==> src/rtl/store_narrower.sv <==
// Store path narrower: turns one SB/SH/SW request into one or two beats on a
// 16-bit little-endian write bus, with registered outputs and valid/ready.
//
// state | meaning
// IDLE  | ready for a request; misaligned/done pulses are driven from here
// BEAT0 | first (or only) beat presented, waiting for mem_ready
// BEAT1 | upper halfword of a word store presented, waiting for mem_ready
module store_narrower #(
    parameter int ADDR_W = 32
) (
    input  logic              clk,
    input  logic              rst,
    input  logic              req_valid,
    output logic              req_ready,
    input  logic [1:0]        req_size,
    input  logic [ADDR_W-1:0] req_addr,
    input  logic [31:0]       req_data,
    output logic              mem_valid,
    input  logic              mem_ready,
    output logic [ADDR_W-1:0] mem_addr,
    output logic [15:0]       mem_wdata,
    output logic [1:0]        mem_be,
    output logic              done,
    output logic              misaligned
);

    typedef enum logic [1:0] {
        IDLE  = 2'd0,
        BEAT0 = 2'd1,
        BEAT1 = 2'd2
    } state_t;

    state_t      state, state_nx;
    logic        accept, bad, beat_hs;
    logic        is_word;
    logic [15:0] data_hi;

    assign req_ready = (state == IDLE) && !rst;
    assign accept    = req_valid && req_ready;
    assign beat_hs   = mem_valid && mem_ready;

    always_comb begin
        bad = 1'b0;
        case (req_size)
            2'b01:   bad = req_addr[0];
            2'b10:   bad = (req_addr[1:0] != 2'b00);
            2'b11:   bad = 1'b1;
            default: bad = 1'b0;
        endcase
    end

    always_ff @(posedge clk or posedge rst) begin
        if (rst) state <= IDLE;
        else     state <= state_nx;
    end

    always_comb begin
        state_nx = state;
        case (state)
            IDLE:    if (accept && !bad) state_nx = BEAT0;
            BEAT0:   if (beat_hs) state_nx = is_word ? BEAT1 : IDLE;
            BEAT1:   if (beat_hs) state_nx = IDLE;
            default: state_nx = IDLE;
        endcase
    end

    // mem_valid tracks the registered state so it can only fall on a handshake or reset.
    always_ff @(posedge clk or posedge rst) begin
        if (rst) begin
            mem_valid  <= 1'b0;
            mem_addr   <= '0;
            mem_wdata  <= '0;
            mem_be     <= '0;
            done       <= 1'b0;
            misaligned <= 1'b0;
            is_word    <= 1'b0;
            data_hi    <= '0;
        end else begin
            mem_valid  <= (state_nx != IDLE);
            done       <= beat_hs && ((state == BEAT1) || ((state == BEAT0) && !is_word));
            misaligned <= accept && bad;
            if (accept && !bad) begin
                is_word <= (req_size == 2'b10);
                data_hi <= req_data[31:16];
                if (req_size == 2'b00) begin
                    mem_addr  <= {req_addr[ADDR_W-1:1], 1'b0};
                    mem_wdata <= {req_data[7:0], req_data[7:0]};
                    mem_be    <= req_addr[0] ? 2'b10 : 2'b01;
                end else begin
                    mem_addr  <= req_addr;
                    mem_wdata <= req_data[15:0];
                    mem_be    <= 2'b11;
                end
            end else if ((state == BEAT0) && beat_hs && is_word) begin
                mem_addr  <= mem_addr + ADDR_W'(2);
                mem_wdata <= data_hi;
            end
        end
    end

endmodule

==> config.mk <==
export PLATFORM = sky130hd
export DESIGN_NAME = store_narrower
export DESIGN_NICKNAME = d
export VERILOG_FILES = /design/src/rtl/store_narrower.sv
export SDC_FILE = /design/constraint.sdc
export NUM_CORES = 1
export LEC_CHECK = 0
export CAP_MARGIN = 10
export CORE_MARGIN = 3
export CORE_UTILIZATION = 45
export DETAILED_ROUTE_END_ITERATION = 12
export PLACE_DENSITY = 0.8
export SLEW_MARGIN = 0
export SYNTH_ARGS = -nofsm -noshare
export SYNTH_HDL_FRONTEND = slang
export SYNTH_SLANG_ARGS = --single-unit
==> constraint.sdc <==
create_clock -name clk -period 4.8 [get_ports clk]
set_input_delay 1.44 -clock clk [delete_from_list [all_inputs] [get_ports clk]]
set_output_delay 1.44 -clock clk [all_outputs]
set_load 0.02 [all_outputs]
==> impl_metrics.ini, run 1 <==
[run_status]
status = finished clean

[sta]
setup_viol = 0
fin_skew_ns = 0.0116
period_share_pct = 87.5
rsz0062_at_grt = false
period_needed_ns = 4.20
worstMarginPinSlew_ns = 0.877
timing.fmax_ghz = 0.238
report.final.slew_viol_count = 0
slew_headroom_pct = 41.3
finalHoldViolCount = 0
fin_tns_setup_ns = 0

[pwr]
power_leakage_nw = 2.11
ir_drop_mv = 0.351
finalPower_mw = 2.88
powerDensity_mw_per_mm2 = 567

[cts]
post-cts-setup-buffers = 0
holdBufCountCts = 0
cts_root_buffer = clkbuf_8
cts_tree = done
cts.reportedPaths.clkPinSlew_ns = 0.08
cts_htree_levels = 3
cts.sinks = 72
clkLatencyLatePin_ns = 0.34
numCtsBuffers = 9
cts_resized = 0
clk_path_buf_depth = 2

[setup_path]
ff2ff_path_depth = 5
path_buf_inv = 2
crit_type = in2out
timing.reg2reg.setup_slack_ns = 2.60
cp_data_required_time_ns = 3.36
r2r_start = mem_addr[3]
cp_top_family = buffers and inverters
critPathLaunch = rst
max_stage_delay_ns = 0.64
cp.depth = 3
arrival_ns = 2.76
slowest_stage = clkdlybuf4s50_1
endpoint = req_ready
timing.rr.end = mem_addr[29]
worst-path-max-fanout = 2
startpoint_type = input port
cp_cell_sequence = clkdlybuf4s50_1, nor3_1, clkdlybuf4s50_1
cp_common_cell = clkdlybuf4s50_1
worstSetupEndpointType = primary output

[final_layout]
diodes = 0
mostFrequentLayoutCells = nand2_1 (124), clkdlybuf4s50_1 (123), dfrtp_1 (72), nor2_1 (23), xor2_1 (19)
area_growth_syn_to_layout_pct = 42.8
multi_input_area_mm2 = 0.00165
drive_above_1_share_pct = 7.59
fill_cells = 614
nets = 593
final_common_cell = nand2_1
regArea_mm2 = 0.00180

[logic_synthesis]
seq_area_frac_synth_pct = 50.6
syn_area_mm2 = 0.00356
synthArstFlopShare_pct = 100
synth_cell_types = 41
synth-seq-cells = 72
yosysWarnings = 0
ys.flop_type = dfrtp_1
avgSynthCellArea_um2 = 8.90
synth_nets = 471
synth-edff-count = 0
synth_cells = 400

[route]
wl_per_cell_um = 15.7
drt-initial-drc-count = 169
viasPerCell = 5.31
routed_wl_mm = 9.82
antenna_left = 0
drc_errors = 0
first_pass_iters = 4
routed-via-count = 3321

[floorplanning]
die_h_um = 94.9
die_x_um = 94.9
core_area_mm2 = 0.00745
rows = 31
start_util_pct = 47.8
ios = 124
dieArea_mm2 = 0.00901

[place]
io_buffers = 123
place_congestion = 0.851
dp_hpwl_mm = 7.14

[global_route]
antenna_found_initial = 0
grt_max_degree = 36
grt-ovfl-total = 0
grt_pass1_wl_mm = 16.0
grt_usage_pct = 22.7
grt_pass1_vias = 3337

[job]
max_cap_viol_count = 0

[hold_path]
hp-class = reg2reg
worstHoldStart = data_hi[3]
==> worst min-delay path by stage <==
stage | slack, ns | to | cells after the start
after floorplan | 0.45 | data_hi[0] | 2
after global routing | 0.49 | data_hi[14] | 2
after CTS | 0.48 | data_hi[2] | 2
after global placement | 0.46 | data_hi[9] | 2
final | 0.48 | data_hi[3] | 2
after detailed placement | 0.46 | data_hi[3] | 2
==> power by group <==
group          switching [mW]  leakage, nW  total [mW]  internal (mW)
clock network           0.229        0.101       0.496          0.267
logic                   0.623         1.14        1.23          0.608
registers               0.269        0.876        1.16          0.888
total                    1.12         2.11        2.88           1.76
==> synth_stat cells, drive strengths merged (3+ instances only) <==
master  instances  area, um2
o21ai          28        155
nand2         124        465
a31oi          17        106
inv             5       21.3
xor2           19        166
nor3            7       40.0
a21oi           4       23.8
and2            5       31.3
o211ai          4       30.0
dfrtp          72       1800
nand4b          3       26.3
clkbuf          8       30.0
nor2           24       90.1
nand2b          3       18.8
nor2b           8       50.1
a211oi          8       60.1
nand4          10       68.8
nand3          19        105
xnor2           7       61.3
buf            11       66.3
==> worst register-to-register path: cells and delay by family, from the launching register on <==
kind / cells / cell delay (ns)
flip-flops: 1 / 0.47
AND/OR/NAND/NOR: 5 / 1.66
==> flip-flops by register name, summed over array words and instances (netlist names), 2 cells and up <==
name       cells
mem_be         2
mem_wdata     16
mem_addr      32
data_hi       16
state          2
==> layer usage <==
metal / global-route usage [%] / routed length (um) / up-vias
met3: 5.98 / 807 / 18
met1: 28.6 / 4110 / 1567
met5: 0 / 0 / -
met2: 37.8 / 4760 / 140
li1: - / - / 1596
met4: 7.45 / 150 / 0
==> logic make-up after synthesis <==
kind of cell	synth area share (%)
flops	50.6
compound gates	10.8
xor+xnor	6.40
buf+inv	3.30
simple gates	28.6
fa+ha+maj	0.351
==> through the flow <==
stage	cell area, um2	util (%)	hold WS (ns)	setup slack (ns)	cells
after global routing	5080	68.3	0.493	0.528	626
final	5080	68.3	0.480	0.598	626
after CTS	5080	68.3	0.480	0.595	626
after floorplan	3560	-	0.446	1.38	400
after global placement	4880	65.5	0.459	0.600	610
after detailed placement	4880	65.5	0.463	0.598	610
==> area by class of cell <==
type                       count  area share, %
timing repair buffer         130           25.2
clock inverter                 5           1.08
tap                           99           2.44
inverter                       5          0.418
sequential                    72           35.4
clock buffer                  11           2.98
multi-input combinational    304           32.4
(Power assumes the default switching activity.)
==> run 2, diff against run 1 <==
CTS_BUF_LIST = sky130_fd_sc_hd__clkbuf_8   (was not set)
CTS_CLUSTER_SIZE = 20   (was not set)
==> results of run 2 <==
Final layout, timing and power as in run 1 (identical DEF).
==> run 3, diff against run 2 <==
CORE_MARGIN = 2   (was 3)
GPL_TIMING_DRIVEN = 0   (was not set)
==> run 3 against run 2 <==
Effect of this change: sequential power hardly changed; clock power up 0.8%; critical path type unchanged; highest routed layer unchanged; flip-flop and latch count is the same; core utilization down 1.6 points; clock-buffer cell count decreased by 1.
==> impl_metrics.ini, run 3 (synthesis gave the netlist of run 1 again) <==
[cts]
cts_htree_levels = 3
cts_root_buffer = clkbuf_8
post-cts-setup-buffers = 0
cts_tree = done
numCtsBuffers = 9
holdBufCountCts = 0
cts.reportedPaths.clkPinSlew_ns = 0.08
cts_resized = 0
cts.sinks = 72
clk_path_buf_depth = 2
clkLatencyLatePin_ns = 0.35

[route]
drc_errors = 0
wl_per_cell_um = 16.0
antenna_left = 0
first_pass_iters = 4
routed_wl_mm = 10.3
drt-initial-drc-count = 121
viasPerCell = 5.30
routed-via-count = 3396

[setup_path]
slowest_stage = clkdlybuf4s50_1
cp_common_cell = clkdlybuf4s50_1
cp_cell_sequence = clkdlybuf4s50_1, nor3_1, clkdlybuf4s50_1
worstSetupEndpointType = primary output
startpoint_type = input port
max_stage_delay_ns = 0.65
arrival_ns = 2.84
worst-path-max-fanout = 2
cp_data_required_time_ns = 3.36
crit_type = in2out

[place]
dp_slack_ns = 0.494
place_congestion = 0.935
io_buffers = 123
dp_hpwl_mm = 7.46

[sta]
rsz0062_at_grt = false
fin_skew_ns = 0.00833
worstMarginPinSlew_ns = 0.884
setup_viol = 0
report.final.slew_viol_count = 0
layout_setup_ws_ns = 0.518
period_needed_ns = 4.28
fin_tns_setup_ns = 0
period_share_pct = 89.2
slew_headroom_pct = 41.0
timing.fmax_ghz = 0.234
finalHoldViolCount = 0

[floorplanning]
die_h_um = 92.9
dieArea_mm2 = 0.00864
ios = 124
die_x_um = 92.9
start_util_pct = 46.3
rows = 32
core_area_mm2 = 0.00769

[global_route]
grt_pass1_wl_mm = 16.6
grtUsageMet3_pct = 5.53
grt_pass1_vias = 3441
antenna_found_initial = 0
busiest_layer = met2
grt_use_met1_pct = 30.8
grt_max_degree = 73
grt_usage_pct = 24.8
met2_usage_pct = 42.1
grt-ovfl-total = 0

[final_layout]
fill_cells = 640
area_growth_syn_to_layout_pct = 44.0
largest_register_ffs = 32
drive_above_1_share_pct = 7.61
diodes = 0
regArea_mm2 = 0.00180
largest_register = mem_addr
mostFrequentLayoutCells = nand2_1 (124), clkdlybuf4s50_1 (123), dfrtp_1 (72), nor2_1 (24), xor2_1 (19)
nets = 605
final_common_cell = nand2_1
postLayoutCoreUtil_pct = 66.7
reg.largest.list = mem_addr (32), data_hi (16), mem_wdata (16)
multi_input_area_mm2 = 0.00164

[pwr]
ir_drop_mv = 0.308
powerDensity_mw_per_mm2 = 564
power_leakage_nw = 2.13

[job]
max_cap_viol_count = 0

[run_status]
status = finished clean

[hold_path]
hp-class = reg2reg
-- run 3: cell type report --
class / instances / area share [%]
flip-flops and latches: 72 / 35.1
multi-input cells: 304 / 32.0
repair buffers: 123 / 24.0
clock buffers: 10 / 2.68
well taps: 102 / 2.49
plain buffers: 19 / 1.88
clock inverters: 6 / 1.32
inverters: 5 / 0.464
-- run 3: through the flow --
stage	power, mW	instance area, um2	hold WS, ns	instances
global route	3.05	5130	0.504	641
detailed placement	2.39	4920	0.466	625
floorplan	1.76	3560	0.446	400
global placement	2.35	4920	0.459	625
finish	2.89	5130	0.484	641
CTS	2.90	5130	0.486	641
-- run 3: worst paths after layout --
kind	startpoint	endpoint	slack, ns	cells after the start
max	rst	req_ready	0.52	3
min in group asynchronous	rst	mem_addr[5]	1.66	2
min reg2reg	data_hi[15]	data_hi[15]	0.48	2
min	data_hi[15]	data_hi[15]	0.48	2
max in group asynchronous	rst	mem_addr[31]	2.56	2
max reg2reg	mem_addr[16]	mem_addr[28]	2.83	5
-- run 3: power breakdown --
part	internal [mW]	switching, mW	total, mW
combinational	0.609	0.622	1.23
sequential	0.887	0.271	1.16
clock	0.256	0.244	0.500
total	1.75	1.14	2.89
-- run 3: routing by layer --
metal	share of wire, %	routed length, um
met3	6.9	704
met5	0	0
met1	43	4390
met2	49	5010
met4	1.5	149
-- run 3: worst max-delay path, delay by kind of cell --
kind                   cells  cell delay (ns)
buffers and inverters      2             1.12
and+or+nand+nor            1             0.28
